$ cat src/rtl/cpu_types_pkg.sv
// rtl/cpu_types_pkg.sv - shared CPU word, register, opcode and funct types
package cpu_types_pkg;

  typedef logic [31:0] word_t;
  typedef logic [4:0]  regbits_t;

  typedef enum logic [5:0] {
    RTYPE   = 6'b000000,
    JAL     = 6'b000011,
    ADDIU   = 6'b001001,
    LW      = 6'b100011,
    SW      = 6'b101011,
    LL      = 6'b110000,
    SC      = 6'b111000,
    HALT_OP = 6'b111111
  } opcode_t;

  typedef enum logic [5:0] {
    SLL  = 6'b000000,
    JR   = 6'b001000,
    ADD  = 6'b100000,
    ADDU = 6'b100001,
    SUBU = 6'b100011,
    SLT  = 6'b101010
  } funct_t;

  // Writeback source priority: pcp4, then load data, then SC status, then ALU.
  function automatic word_t wb_mux(input logic wdatasrc, input word_t pcp4,
                                   input logic memtoreg, input word_t load,
                                   input logic is_sc, input logic sc_ok,
                                   input word_t alu);
    if (wdatasrc)      return pcp4;
    else if (memtoreg) return load;
    else if (is_sc)    return {31'd0, sc_ok};
    else               return alu;
  endfunction

endpackage

$ cat src/rtl/link_reg.sv
// rtl/link_reg.sv - LL/SC link address and valid flag with store/invalidate clearing
module link_reg
  import cpu_types_pkg::*;
(
  input  logic  clk,
  input  logic  rst_n,
  input  logic  i_set,
  input  word_t i_set_addr,
  input  logic  i_store,
  input  word_t i_store_addr,
  input  logic  i_inv,
  input  word_t i_inv_addr,
  input  word_t i_cmp_addr,
  output logic  o_match
);

  logic  r_valid;
  word_t r_addr;
  logic  w_clr;

  assign w_clr = (i_store && (i_store_addr == r_addr)) ||
                 (i_inv && (i_inv_addr == r_addr));

  // A new link takes priority over any clear arriving in the same cycle.
  always_ff @(posedge clk or negedge rst_n) begin
    if (!rst_n) begin
      r_valid <= 1'b0;
      r_addr  <= '0;
    end else if (i_set) begin
      r_valid <= 1'b1;
      r_addr  <= i_set_addr;
    end else if (w_clr) begin
      r_valid <= 1'b0;
    end
  end

  assign o_match = r_valid && (r_addr == i_cmp_addr);

endmodule

$ cat src/rtl/mem_wb_stage.sv
// rtl/mem_wb_stage.sv - dcache access FSM, LL/SC handling and M/WB latch
module mem_wb_stage
  import cpu_types_pkg::*;
#(
  parameter bit LINK_EN = 1'b1
) (
  input  logic     CLK,
  input  logic     nRST,
  input  logic     dREN_in,
  input  logic     dWEN_in,
  input  word_t    dmemStore_in,
  input  word_t    portO_in,
  input  logic     MemtoReg_in,
  input  regbits_t WSel_in,
  input  logic     WEN_in,
  input  logic     wdatasrc_in,
  input  word_t    pcp4_in,
  input  logic     HALT_in,
  input  opcode_t  opcode_in,
  input  funct_t   funct_in,
  input  logic     flush,
  input  logic     dhit,
  input  word_t    dmemload,
  input  logic     link_inv,
  input  word_t    link_inv_addr,
  output logic     dmemREN,
  output logic     dmemWEN,
  output word_t    dmemaddr,
  output word_t    dmemstore,
  output logic     mem_stall,
  output regbits_t WSel_out,
  output logic     WEN_out,
  output word_t    wdat_out,
  output opcode_t  opcode_out,
  output funct_t   funct_out,
  output logic     HALT_out
);

  typedef enum logic {IDLE = 1'b0, REQ = 1'b1} state_t;

  state_t   r_state;
  logic     r_req_ren, r_req_wen, r_req_memtoreg, r_req_wen_rf, r_req_wdatasrc, r_req_halt;
  word_t    r_req_addr, r_req_store, r_req_pcp4;
  regbits_t r_req_wsel;
  opcode_t  r_req_opcode;
  funct_t   r_req_funct;

  regbits_t r_wsel_out;
  logic     r_wen_out, r_halt_out;
  word_t    r_wdat_out;
  opcode_t  r_opcode_out;
  funct_t   r_funct_out;

  logic w_memop, w_sc_fail, w_link_ok, w_hit, w_ll_hit, w_st_hit;

  assign w_memop   = (dREN_in || dWEN_in) && !flush && !r_halt_out;
  assign w_sc_fail = w_memop && (opcode_in == SC) && !w_link_ok;
  assign w_hit     = (r_state == REQ) && dhit;
  assign w_ll_hit  = w_hit && r_req_ren && (r_req_opcode == LL);
  assign w_st_hit  = w_hit && r_req_wen;

  generate
    if (LINK_EN) begin : g_link
      link_reg u_link (
        .clk          (CLK),
        .rst_n        (nRST),
        .i_set        (w_ll_hit),
        .i_set_addr   (r_req_addr),
        .i_store      (w_st_hit),
        .i_store_addr (r_req_addr),
        .i_inv        (link_inv),
        .i_inv_addr   (link_inv_addr),
        .i_cmp_addr   (portO_in),
        .o_match      (w_link_ok)
      );
    end else begin : g_nolink
      logic w_unused_link;
      assign w_unused_link = ^{link_inv, link_inv_addr, w_ll_hit, w_st_hit};
      assign w_link_ok     = 1'b1;
    end
  endgenerate

  // Stall covers the capture cycle and every REQ cycle without a hit.
  always_comb begin
    mem_stall = 1'b0;
    if (r_state == IDLE) mem_stall = w_memop && !w_sc_fail;
    else                 mem_stall = !dhit;
  end

  always_ff @(posedge CLK or negedge nRST) begin
    if (!nRST) begin
      r_state        <= IDLE;
      r_req_ren      <= 1'b0;
      r_req_wen      <= 1'b0;
      r_req_addr     <= '0;
      r_req_store    <= '0;
      r_req_memtoreg <= 1'b0;
      r_req_wen_rf   <= 1'b0;
      r_req_wdatasrc <= 1'b0;
      r_req_halt     <= 1'b0;
      r_req_pcp4     <= '0;
      r_req_wsel     <= '0;
      r_req_opcode   <= RTYPE;
      r_req_funct    <= SLL;
      r_wsel_out     <= '0;
      r_wen_out      <= 1'b0;
      r_wdat_out     <= '0;
      r_opcode_out   <= RTYPE;
      r_funct_out    <= SLL;
      r_halt_out     <= 1'b0;
    end else begin
      r_wsel_out   <= '0;
      r_wen_out    <= 1'b0;
      r_wdat_out   <= '0;
      r_opcode_out <= RTYPE;
      r_funct_out  <= SLL;
      case (r_state)
        IDLE: begin
          if (w_memop && !w_sc_fail) begin
            r_state        <= REQ;
            r_req_ren      <= dREN_in;
            r_req_wen      <= dWEN_in;
            r_req_addr     <= portO_in;
            r_req_store    <= dmemStore_in;
            r_req_memtoreg <= MemtoReg_in;
            r_req_wen_rf   <= WEN_in;
            r_req_wdatasrc <= wdatasrc_in;
            r_req_halt     <= HALT_in;
            r_req_pcp4     <= pcp4_in;
            r_req_wsel     <= WSel_in;
            r_req_opcode   <= opcode_in;
            r_req_funct    <= funct_in;
          end else if (!flush && !r_halt_out) begin
            r_wsel_out   <= WSel_in;
            r_wen_out    <= WEN_in;
            r_wdat_out   <= w_sc_fail ? '0 :
                            wb_mux(wdatasrc_in, pcp4_in, 1'b0, '0, 1'b0, 1'b0, portO_in);
            r_opcode_out <= opcode_in;
            r_funct_out  <= funct_in;
            r_halt_out   <= HALT_in;
          end
        end
        REQ: begin
          // flush is deliberately ignored here: the request always completes.
          if (dhit) begin
            r_state      <= IDLE;
            r_req_ren    <= 1'b0;
            r_req_wen    <= 1'b0;
            r_req_addr   <= '0;
            r_req_store  <= '0;
            r_wsel_out   <= r_req_wsel;
            r_wen_out    <= r_req_wen_rf;
            r_wdat_out   <= wb_mux(r_req_wdatasrc, r_req_pcp4, r_req_memtoreg, dmemload,
                                   r_req_opcode == SC, 1'b1, r_req_addr);
            r_opcode_out <= r_req_opcode;
            r_funct_out  <= r_req_funct;
            r_halt_out   <= r_req_halt;
          end
        end
        default: r_state <= IDLE;
      endcase
    end
  end

  assign dmemREN    = r_req_ren;
  assign dmemWEN    = r_req_wen;
  assign dmemaddr   = r_req_addr;
  assign dmemstore  = r_req_store;
  assign WSel_out   = r_wsel_out;
  assign WEN_out    = r_wen_out;
  assign wdat_out   = r_wdat_out;
  assign opcode_out = r_opcode_out;
  assign funct_out  = r_funct_out;
  assign HALT_out   = r_halt_out;

endmodule

$ cat config.mk
export PLATFORM = sky130hd
export DESIGN_NAME = mem_wb_stage
export DESIGN_NICKNAME = d
export VERILOG_FILES = /design/src/rtl/cpu_types_pkg.sv /design/src/rtl/link_reg.sv /design/src/rtl/mem_wb_stage.sv
export SDC_FILE = /design/constraint.sdc
export NUM_CORES = 1
export LEC_CHECK = 0
export ABC_AREA = 1
export CAP_MARGIN = 20
export CORE_ASPECT_RATIO = 1.2
export CORE_MARGIN = 2
export CORE_UTILIZATION = 50
export CTS_CLUSTER_DIAMETER = 50
export DETAILED_ROUTE_END_ITERATION = 10
export PLACE_DENSITY = 0.84
export SYNTH_ARGS = -nofsm -noshare
export SYNTH_HDL_FRONTEND = slang
export SYNTH_SLANG_ARGS = --single-unit
$ cat constraint.sdc
create_clock -name CLK -period 4.2 [get_ports CLK]
set_input_delay 1.05 -clock CLK [delete_from_list [all_inputs] [get_ports CLK]]
set_output_delay 1.05 -clock CLK [all_outputs]
set_load 0.02 [all_outputs]
Word level (Yosys, flattened, before mapping)
Index checks and enable logic that the tools add are counted.
{"block": "word_totals", "reg_bits": 204, "latch_bits": 0, "ramBits": 0, "mem_bits_ro": 0, "inputBits": 188, "out_inout_bits": 118, "wordCells": 101, "n_memories": 0}
{"block": "classes", "n_addsub": 0, "mul": 0, "div_mod_pow": 0, "n_lt_le_gt_ge": 0, "eq_ne": 10, "n_shift": 0, "n_mux": 45, "n_bitwise": 1, "reduce_logical": 24}
{"operator": "32-bit 2-to-1 mux", "count": 11}
{"operator": "32-bit case mux with 2 select lines", "count": 3}
{"operator": "32-bit equality test", "count": 3}
{"operator": "6-bit 2-to-1 mux", "count": 6}
{"operator": "6-bit case mux with 2 select lines", "count": 2}
{"operator": "6-bit equality test (second input constant)", "count": 3}
{"operator": "5-bit 2-to-1 mux", "count": 3}
{"operator": "1-bit 2-to-1 mux", "count": 14}
{"operator": "1-bit logical AND", "count": 13}
{"operator": "1-bit case mux with 2 select lines", "count": 5}
{"operator": "5-bit case mux with 2 select lines", "count": 1}
{"operator": "1-bit zero test", "count": 5}
{"operator": "2-bit by 1-bit inequality test with 1-bit output (second input constant)", "count": 2}
{"operator": "2-bit inequality test (second input constant)", "count": 2}
{"operator": "2-bit AND reduction", "count": 2}
{"operator": "3-bit AND reduction", "count": 1}
{"operator": "1-bit logical OR", "count": 2}
{"operator": "2-bit nonzero test", "count": 1}
{"operator": "1-bit inverter", "count": 1}

Depth between registers and ports, before layout
Gate-level depths: netlist of the first run.
{"block": "logic_depth", "depth_word": 9, "depth_mapped": 16, "mapped_depth_nobuf": 14}

By module
A second synthesis of the first run with hierarchy kept.
{"block": "unflattened", "cells_unflattened": 1425, "hier_area_um2": 10471.3}
{"mod": "mem_wb_stage", "n_inst": 1, "cells_each": 1011, "area_each_um2": 7890.1, "seq_area_each_um2": 4279.1}
{"mod": "link_reg", "n_inst": 1, "cells_each": 414, "area_each_um2": 2581.2, "seq_area_each_um2": 825.8}

Worst setup path before layout of the first run
No wires, ideal clock.
{"block": "synth_timing", "path_type": "input to output", "from": "in flush", "to": "out mem_stall", "arrival_time_ps": 2401, "t_required_ps": 3150, "setup_slack_ps": 749, "path_stages": 9, "path_buffers": 3, "path_cell_list": "nor2_1 o21ai_1 nor4_1 nand2_2 nand3_2 buf_2 buf_6 buf_6 o21ai_0"}
{"block": "synth_between", "elab_chain_cells": 8}
{"item": "from (decl)", "line": "mem_wb_stage.sv:21", "text": "input logic flush,"}
{"item": "1-bit zero test *", "line": "mem_wb_stage.sv:56", "text": "assign w_memop = (dREN_in || dWEN_in) && !flush && !r_halt_out;"}
{"item": "1-bit logical AND * (2 in a row)", "line": "mem_wb_stage.sv:56"}
{"item": "1-bit logical AND (2 in a row)", "line": "mem_wb_stage.sv:57", "text": "assign w_sc_fail = w_memop && (opcode_in == SC) && !w_link_ok;"}
{"item": "1-bit zero test", "line": "mem_wb_stage.sv:86", "text": "if (r_state == IDLE) mem_stall = w_memop && !w_sc_fail;"}
{"item": "1-bit logical AND *", "line": "mem_wb_stage.sv:86"}
{"item": "1-bit 2-to-1 mux *", "line": "mem_wb_stage.sv:86"}
{"item": "to (decl)", "line": "mem_wb_stage.sv:30", "text": "output logic mem_stall,"}
Mark *: on every way between the ends. The rest lies on a longest branch, timed or not.

Worst setup path after layout of the first run
{"block": "layout_timing", "from": "in portO_in[7]", "to": "out mem_stall"}
{"block": "layout_between", "elab_chain_cells": 7}
{"item": "from (decl)", "line": "mem_wb_stage.sv:12", "text": "input word_t portO_in,"}
{"item": "32-bit equality test", "line": "link_reg.sv:37", "text": "assign o_match = r_valid && (r_addr == i_cmp_addr);"}
{"item": "1-bit logical AND", "line": "link_reg.sv:37"}
{"item": "1-bit zero test", "line": "mem_wb_stage.sv:57"}
{"item": "1-bit logical AND", "line": "mem_wb_stage.sv:57"}
{"item": "1-bit zero test", "line": "mem_wb_stage.sv:86"}
{"item": "1-bit logical AND", "line": "mem_wb_stage.sv:86"}
{"item": "1-bit 2-to-1 mux", "line": "mem_wb_stage.sv:86"}
No other way between the ends.

==> results of run 1 <==
state kept, by name, summed over array words and instances, names as in the netlist, 5 cells and up:
| name | cells |
|---|---|
| dmemaddr | 32 |
| dmemstore | 32 |
| r_req_opcode | 6 |
| WSel_out | 5 |
| opcode_out | 6 |
| r_req_wsel | 5 |
| funct_out | 6 |
| g_link.u_link.r_addr | 32 |
| r_req_funct | 6 |
| wdat_out | 32 |
| r_req_pcp4 | 32 |
worst max path at each step:
| stage | startpoint | endpoint | slack, ns |
|---|---|---|---|
| after detailed placement | portO_in[5] | mem_stall | -0.12 |
| after global placement | portO_in[25] | mem_stall | -0.10 |
| final | portO_in[7] | mem_stall | 0.14 |
| after global routing | portO_in[21] | mem_stall | 0.02 |
| after CTS | portO_in[21] | mem_stall | 0.16 |
| after floorplan | flush | mem_stall | 0.75 |
cell type report:
class | count | share of cell area
inverters | 84 | 0.02207
well taps | 265 | 0.02312
diodes | 2 | 0.0003489
multi-input cells | 948 | 0.3069
clock buffers | 30 | 0.04336
repair buffers | 357 | 0.2408
flip-flops and latches | 204 | 0.3559
clock inverters | 8 | 0.007502
metrics by stage:
stage / instances / TNS (ns)
floorplan: 1309 / 0
global placement: 1858 / -0.1047
detailed placement: 1858 / -0.1160
CTS: 1896 / 0
global route: 1898 / 0
finish: 1898 / 0
tightest hold or removal path: cells and delay by family (launching register included):
family | cells | cell delay [ns]
and+or+nand+nor | 2 | 0.11
DFF | 1 | 0.34
power by group:
group / switching [uW] / internal [uW] / total [uW]
clock network: 819 / 1170 / 1990
registers: 671 / 2730 / 3400
logic: 2330 / 1720 / 4050
cells in the mapped netlist, types with 7 or more instances:
master,count
nand2_1,466
dfrtp_1,204
nand3_1,128
nor2_1,121
inv_1,68
a21oi_1,51
o21ai_0,47
clkbuf_1,40
o32ai_1,25
xor2_1,24
xnor2_1,22
buf_2,16
nor3_1,12
o21ai_1,12
inv_2,11
nand4_1,9
mux2_2,8
buf_1,7
kinds of logic after synthesis:
kind of cell              after synthesis  share of synthesized area
xor gates and xnor gates               46                    0.03964
muxes                                   8                   0.008865
and+or+nand+nor                       747                     0.2984
buffers and inverters                 157                    0.06550
DFF                                   204                     0.5023
AOI/OAI and AO/OA                     147                    0.08520
metal layers:
layer  wire (um)  global-route usage
met3        2957             0.05429
met4        1752              0.1498
met2       17170              0.5375
met1       13280              0.4054
met5           0                   0
timing repair:
| action | 4_1_cts | 5_1_grt |
|---|---|---|
| setup endpoints to repair | 1 | 0 |
| gates resized for setup | 1 | 0 |
| endpoints found under the hold margin | 0 | 0 |
==> results.py, run 1 <==
metrics = {
    "die": {
        "rows": 57,
        "pin_count": 306,
        "core_um2": 20110,
        "die_w_um": 134.1,
        "start_util": 0.5053,
        "die-area_um2": 21490,
        "fp.dieH_um": 160.2,
    },
    "pwr": {
        "p_per_area_nw_per_um2": 657.9,
        "p_leak_uw": 0.006956,
        "peakVddDrop_v": 0.0004513,
        "finalPower_uw": 9437,
    },
    "flow_run": {
        "cap_violations": 0,
    },
    "global_route": {
        "antenna_found_initial": 2,
        "grt_use_total": 0.3208,
        "grt_max_degree": 93,
        "first_global_vias": 10210,
        "grt_first_pass_wirelength_um": 54320,
        "grt_overflow": 0,
    },
    "worst_setup_path": {
        "cp.arrival_ns": 3.01,
        "cp-end-kind": "output port",
        "cpPeakStageDelay_ns": 0.50,
        "cp_data_required_time_ns": 3.15,
        "crit_type": "in2out",
        "cpLargestDelayFamily": "simple AND/OR/NAND/NOR gates",
        "r2r_slack_ns": 1.12,
        "crit_path_start_kind": "input pin",
        "path_cells": "clkdlybuf4s50_1, nand2_1, o21ai_0, nor2_1, nand3_1, nor2_1, nand3_1, nand2_2, nand3_4, o21ai_0, dlygate4sd2_1",
        "worst-path-stages": 11,
        "r2r-start": "HALT_out",
        "crit_buf_inv": 2,
        "r2r-end": "r_req_funct[2]",
        "critPathMaxFanout": 3,
        "worstRegToRegCells": 9,
        "slowest_stage": "clkdlybuf4s50_1",
    },
    "worst_hold_path": {
        "timing.hold.worst.start": "r_req_pcp4[6]",
        "hold_depth": 2,
        "hold_class": "reg2reg",
        "whs_endpoint": "r_req_pcp4[6]",
    },
    "drt": {
        "drtPass1Iterations": 8,
        "totalWireLength_um": 35160,
        "drt-initial-drc-count": 938,
        "vias": 10410,
        "postRouteAntennaNets": 0,
        "post_drt_wl_per_cell_um": 18.52,
        "remaining_drc_errors": 0,
        "viasPerCell": 5.486,
    },
    "synth": {
        "synthFlopType": "dfrtp_1",
        "synth_edf_count": 0,
        "synth_area_um2": 10160,
        "ys_ff_latch": 204,
        "synthCells": 1309,
        "ys_types": 31,
        "ys_warn_count": 0,
        "synthArstFlopShare": 1.000,
        "yosysSeqAreaShare": 0.5023,
        "syn_area_per_cell_um2": 7.763,
        "yosysTopAreaCell": "dfrtp_1",
        "syn_nets": 1497,
        "synth.top_cells.by_area": "dfrtp_1 50%, nand2_1 17%, nand3_1 6.3%",
        "synth_top_area_share": 0.5023,
    },
    "final_layout": {
        "drive_above_1_share": 0.07051,
        "n_fill_cell": 1639,
        "syn2layout_area_growth_pct": 41.14,
        "seqCellArea_um2": 5105,
        "multiInputGateArea_um2": 4402,
        "fin_util": 0.7131,
        "mostFrequentLayoutCell": "nand2_1",
        "layout_common_cells": "465 x nand2_1, 302 x clkdlybuf4s50_1, 204 x dfrtp_1, 128 x nand3_1, 121 x nor2_1",
        "fin_nets": 1806,
        "fin_area_um2": 14340,
    },
    "clock_network": {
        "root_buffer": "clkbuf_16",
        "cts_buffer_depth": 3,
        "path_clk_slew_ns": 0.06,
        "clock_sinks": 204,
        "cts_tree": "done",
        "htree_num_levels": 1,
        "post-cts-setup-buffers": 0,
        "clk_latency_ns": 0.51,
        "hold_buffers": 0,
        "cts_buffers": 23,
    },
    "place": {
        "portBuffers": 305,
        "hpwl_um": 24700,
        "placed_area_um2": 13610,
        "dp_slack_ns": -0.1160,
        "gp_congestion": 0.9898,
    },
    "run_status": {
        "status": "finished clean",
    },
    "timing": {
        "relSlewSlack": 0.2394,
        "setup_violations": 0,
        "period_minus_slack_ns": 4.064,
        "fin_crit_sh": 0.9676,
        "hold_viol": 0,
        "final.setup.worst_slack_ns": 0.1361,
        "fmax_mhz": 246.1,
        "final.setup_skew_ns": 0.01572,
        "tightestPinTransition_ns": 1.138,
        "timing.hold.ws_ns": 0.4790,
        "rsz0062_at_grt": "no",
        "maxSlewViolCount": 0,
    },
}
(Power assumes the default switching activity.)
==> run 2, diff against run 1 <==
- CORE_UTILIZATION: 50 -> 30
- CTS_CLUSTER_SIZE: not set -> 28
- PLACE_DENSITY: 0.84 -> not set
==> results.py, run 2 (same netlist as run 1, synthesis figures left out) <==
metrics = {
    "pwr": {
        "switchingPower_uw": 4004,
        "peakVddDrop_v": 0.0003625,
        "p_leak_uw": 0.007039,
        "clockPowerShare": 0.230,
        "swShare": 0.4129,
        "p_int_uw": 5693,
        "finalPower_uw": 9698,
        "power_frac_comb": 0.416,
        "p_per_area_nw_per_um2": 656.3,
        "pwr-share-seq": 0.354,
    },
    "worst_setup_path": {
        "worstRegToRegCells": 8,
        "crit_path_start_kind": "input pin",
        "r2r_slack_ns": 1.04,
        "cp-startpoint": "portO_in[19]",
        "path_cells": "clkdlybuf4s50_1, inv_1, nand2_1, nand2_1, inv_1, nand2_1, nor2_1, nand2_1, nor2_2, nand3_2, nand2_2, nand3_4, o21ai_0, clkdlybuf4s15_2",
        "cpPeakStageDelay_ns": 0.52,
        "r2r-end": "r_req_pcp4[14]",
        "cp.arrival_ns": 2.96,
        "critPathMaxFanout": 3,
        "slowest_stage": "clkdlybuf4s50_1",
        "cp-end-kind": "output port",
        "crit_type": "in2out",
        "cp_data_required_time_ns": 3.15,
        "crit_top_cell": "nand2_1",
        "r2r-start": "HALT_out",
        "cp-endpoint": "mem_stall",
    },
    "global_route": {
        "grt_max_degree": 92,
        "grt_use_total": 0.2134,
        "grt_first_pass_wirelength_um": 58320,
        "grt_overflow": 0,
        "first_global_vias": 10260,
        "antenna_found_initial": 3,
    },
    "drt": {
        "totalWireLength_um": 37850,
        "post_drt_wl_per_cell_um": 18.07,
        "remaining_drc_errors": 0,
        "drt-initial-drc-count": 829,
        "drtPass1Iterations": 7,
        "postRouteAntennaNets": 0,
        "vias": 10150,
        "viasPerCell": 4.846,
    },
    "run_status": {
        "status": "finished clean",
    },
    "timing": {
        "fin_crit_sh": 0.9552,
        "tightestPinTransition_ns": 1.106,
        "relSlewSlack": 0.2584,
        "hold_viol": 0,
        "maxSlewViolCount": 0,
        "setup_violations": 0,
        "period_minus_slack_ns": 4.012,
        "final.setup_skew_ns": 0.03488,
        "rsz0062_at_grt": "no",
        "fmax_mhz": 249.3,
    },
    "die": {
        "core_um2": 33250,
        "die_w_um": 172.0,
        "start_util": 0.3057,
        "pin_count": 306,
        "rows": 73,
        "die-area_um2": 35370,
        "fp.dieH_um": 205.6,
    },
    "worst_hold_path": {
        "hold_class": "in2async",
    },
    "final_layout": {
        "post_layout_nonfiller_instances": 2094,
        "drive_above_1_share": 0.07983,
        "layout_common_cells": "465 x nand2_1, 302 x clkdlybuf4s50_1, 204 x dfrtp_1, 127 x nand3_1, 120 x nor2_1",
        "mostFrequentLayoutCell": "nand2_1",
        "fin_nets": 1810,
        "syn2layout_area_growth_pct": 45.40,
    },
    "clock_network": {
        "hold_buffers": 0,
        "clock_sinks": 204,
        "clk_latency_ns": 0.56,
        "cts_tree": "done",
        "cts_buffers": 26,
        "htree_num_levels": 1,
        "path_clk_slew_ns": 0.07,
        "root_buffer": "clkbuf_16",
        "cts_buffer_depth": 3,
    },
    "place": {
        "hpwl_um": 26760,
        "portBuffers": 305,
        "gp_congestion": 0.8604,
        "place_inst": 2044,
    },
    "flow_run": {
        "cap_violations": 0,
    },
}
[run 2: cell count changes in the layout (fill, tap and decap cells not counted), sizes merged]
cell / previous run / this run
buf: 53 / 55
clkinv: 9 / 13
bufinv: 2 / 0
clkbuf: 31 / 30
clkdlybuf4s15: 0 / 1
dlygate4sd2: 1 / 0
clkinvlp: 0 / 1
inv: 81 / 87
diode: 2 / 3
[run 2: power groups by stage]
stage | Clock (uW) | Sequential (uW) | Combinational [uW]
global placement | 0 | 3450 | 4000
CTS | 2280 | 3430 | 4070
finish | 2230 | 3430 | 4030
detailed placement | 0 | 3460 | 4050
floorplan | 0 | 3800 | 1720
global route | 2380 | 3520 | 4420
[run 2: layer usage]
layer,up-vias,global-route usage,share of wire
li1,4834,-,-
met1,4813,0.2830,0.42
met2,434,0.3592,0.48
met3,67,0.02827,0.072
met4,0,0.07023,0.029
met5,-,0,0
[run 2: stage by stage]
step / setup WS, ns / hold slack (ns) / util / area (um2) / setup TNS [ns]
final: 0.1880 / 0.4771 / 0.4444 / 14780 / 0
after global routing: 0.06030 / 0.4931 / 0.4444 / 14780 / 0
after CTS: 0.04126 / 0.4806 / 0.4440 / 14760 / 0
after detailed placement: -0.3215 / 0.4623 / 0.4178 / 13890 / -0.3215
after global placement: -0.3074 / 0.4604 / 0.4178 / 13890 / -0.3074
after floorplan: 0.7485 / 0.4478 / - / 10160 / 0
[run 2: worst min-delay path by stage]
stage	endpoint	slack [ns]	depth (start not counted)
3_3_place_gp	WSel_out[1]	0.46	2
2_1_floorplan	r_req_pcp4[14]	0.45	2
6_report	dmemstore[3]	0.48	1
3_5_place_dp	WSel_out[1]	0.46	2
5_1_grt	r_req_pcp4[29]	0.49	2
4_1_cts	WSel_out[1]	0.48	2
[run 2: worst max-delay path: cells and delay by family]
family / cells / cell delay (ns)
AO/OA/AOI/OAI: 1 / 0.11
buffers and inverters: 4 / 0.93
AND/OR/NAND/NOR: 9 / 0.87
[run 2: area by class of cell]
type	count	area (um2)
antenna	3	7.507
clock buffer	30	685.7
clock inverter	17	181.4
fill	3333	18470
inverter	84	316.6
multi-input combinational	948	4414
sequential	204	5105
tap	450	563.0
timing repair buffer	358	3502
[run 2: timing repair]
| item | in CTS | in global routing |
|---|---|---|
| resized for setup | 4 | 2 |
| cloned | 0 | 0 |
| setup buffers | 0 | 0 |
| endpoints found under the setup margin | 1 | 1 |
==> run 3, diff against run 2 <==
- CAP_MARGIN: 20 -> 25
- GPL_TIMING_DRIVEN: not set -> 0
==> results.py, run 3 (same netlist as run 1, synthesis figures left out) <==
metrics = {
    "run_status": {
        "status": "finished clean",
    },
    "die": {
        "core_um2": 33250,
        "die_w_um": 172.0,
        "pin_count": 306,
        "die-area_um2": 35370,
        "rows": 73,
        "fp.dieH_um": 205.6,
        "start_util": 0.3057,
    },
    "global_route": {
        "first_global_vias": 10100,
        "antenna_found_initial": 2,
        "grt_overflow": 0,
        "grt_max_degree": 72,
        "grt_use_total": 0.2255,
        "grt_first_pass_wirelength_um": 60050,
    },
    "drt": {
        "drt-initial-drc-count": 882,
        "post_drt_wl_per_cell_um": 19.04,
        "remaining_drc_errors": 0,
        "viasPerCell": 4.879,
        "totalWireLength_um": 40330,
        "postRouteAntennaNets": 0,
        "drtPass1Iterations": 5,
        "vias": 10330,
    },
    "clock_network": {
        "cts_buffers": 27,
        "htree_num_levels": 1,
        "path_clk_slew_ns": 0.07,
        "clock_sinks": 204,
        "clk_latency_ns": 0.54,
        "cts_buffer_depth": 3,
        "root_buffer": "clkbuf_16",
        "cts_tree": "done",
    },
    "worst_setup_path": {
        "slowest_stage": "clkdlybuf4s50_1",
        "path_cells": "clkdlybuf4s50_1, nor2_2, o21ai_2, nor4_2, nand2_2, nand3_2, buf_6, buf_6, buf_6, o21ai_2, buf_6",
        "r2r-start": "g_link.u_link.r_addr[19]",
        "worstRegToRegCells": 16,
        "crit_type": "in2out",
        "crit_path_start_kind": "input pin",
        "cp_data_required_time_ns": 3.15,
        "cpPeakStageDelay_ns": 0.44,
        "cp-end-kind": "output port",
        "cp.arrival_ns": 3.04,
        "crit_top_cell": "buf_6",
        "r2r_slack_ns": 1.86,
        "critPathMaxFanout": 10,
        "r2r-end": "r_req_pcp4[15]",
        "cp-startpoint": "flush",
    },
    "final_layout": {
        "n_fill_cell": 3351,
        "syn2layout_area_growth_pct": 45.24,
        "layout_common_cells": "466 x nand2_1, 272 x clkdlybuf4s50_1, 204 x dfrtp_1, 126 x nand3_1, 118 x nor2_1",
        "drive_above_1_share": 0.07443,
        "post_layout_nonfiller_instances": 2118,
        "mostFrequentLayoutCell": "nand2_1",
        "fin_nets": 1834,
    },
    "pwr": {
        "peakVddDrop_v": 0.0003494,
        "switchingPower_uw": 4116,
        "power_frac_comb": 0.420,
        "p_leak_uw": 0.007036,
        "clockPowerShare": 0.239,
        "p_per_area_nw_per_um2": 673.1,
        "swShare": 0.4143,
        "p_int_uw": 5818,
        "pwr-share-seq": 0.341,
    },
    "timing": {
        "rsz0062_at_grt": "no",
        "fin_crit_sh": 0.9743,
        "setup_violations": 0,
        "hold_viol": 0,
        "maxSlewViolCount": 0,
        "period_minus_slack_ns": 4.092,
        "final.setup.worst_slack_ns": 0.1081,
        "final.setup_skew_ns": 0.02369,
        "relSlewSlack": 0.4718,
        "fmax_mhz": 244.4,
        "tightestPinTransition_ns": 0.7923,
    },
    "flow_run": {
        "cap_violations": 0,
    },
    "place": {
        "gp_congestion": 0.9035,
        "hpwl_um": 30240,
        "dp_slack_ns": -1.018,
        "place_inst": 2066,
        "portBuffers": 305,
    },
    "worst_hold_path": {
        "hold_class": "in2async",
    },
}
-- run 3: area by class of cell --
class                           instances  area [um2]  share of cell area
Antenna cell                            2       5.005           0.0003391
Buffer                                 73       356.6             0.02416
Clock buffer                           30       706.9             0.04790
Clock inverter                         19       219.0             0.01484
Inverter                               84       315.3             0.02136
Multi-Input combinational cell        948        4428              0.3000
Sequential cell                       204        5105              0.3459
Tap cell                              450       563.0             0.03815
Timing Repair Buffer                  308        3060              0.2074
-- run 3: worst max path at each step --
stage / endpoint / slack, ns
after floorplan: mem_stall / 0.75
after global placement: g_link.u_link.r_addr[23] / -7.06
after detailed placement: mem_stall / -1.02
after CTS: mem_stall / 0.003
after global routing: mem_stall / 0.003
final: mem_stall / 0.11
-- run 3: what timing repair did --
action | in CTS | in global routing
gates resized for setup | 48 | 27
setup endpoints to repair | 1 | 1
buffers inserted | 1 | 0
pin swaps | 4 | 3
hold buffers | 0 | 0
-- run 3: layer usage --
layer,global-route usage,part of all wire,vias to the layer above,wire length (um)
met5,0,0,-,0
met4,0.07143,0.029,0,1162
met3,0.04020,0.085,65,3417
met2,0.3789,0.48,463,19370
met1,0.2940,0.41,4911,16380
li1,-,-,4894,-
-- run 3: metrics by stage --
| stage | hold slack (ns) | total power (uW) | util | TNS [ns] | cell area, um2 |
|---|---|---|---|---|---|
| 6_report | 0.4468 | 9935 | 0.4439 | 0 | 14760 |
| 5_1_grt | 0.4883 | 10540 | 0.4439 | 0 | 14760 |
| 4_1_cts | 0.4769 | 9985 | 0.4442 | 0 | 14770 |
| 3_5_place_dp | 0.4612 | 7571 | 0.4162 | -1.018 | 13840 |
| 3_3_place_gp | 0.4604 | 7519 | 0.4144 | -1436.48 | 13780 |
| 2_1_floorplan | 0.4478 | 5524 | - | 0 | 10160 |
-- run 3: critical path, delay by kind of cell --
family,cells,cell delay [ns]
and+or+nand+nor,4,0.73
buffers and inverters,5,1.07
AOI/OAI and AO/OA,2,0.18
-- run 3: power by group through the flow --
stage          registers [uW]  logic [uW]  clock network, uW
4_1_cts                  3380        4180               2430
3_3_place_gp             3400        4120                  0
5_1_grt                  3480        4550               2510
6_report                 3380        4170               2380
3_5_place_dp             3410        4160                  0
2_1_floorplan            3800        1720                  0
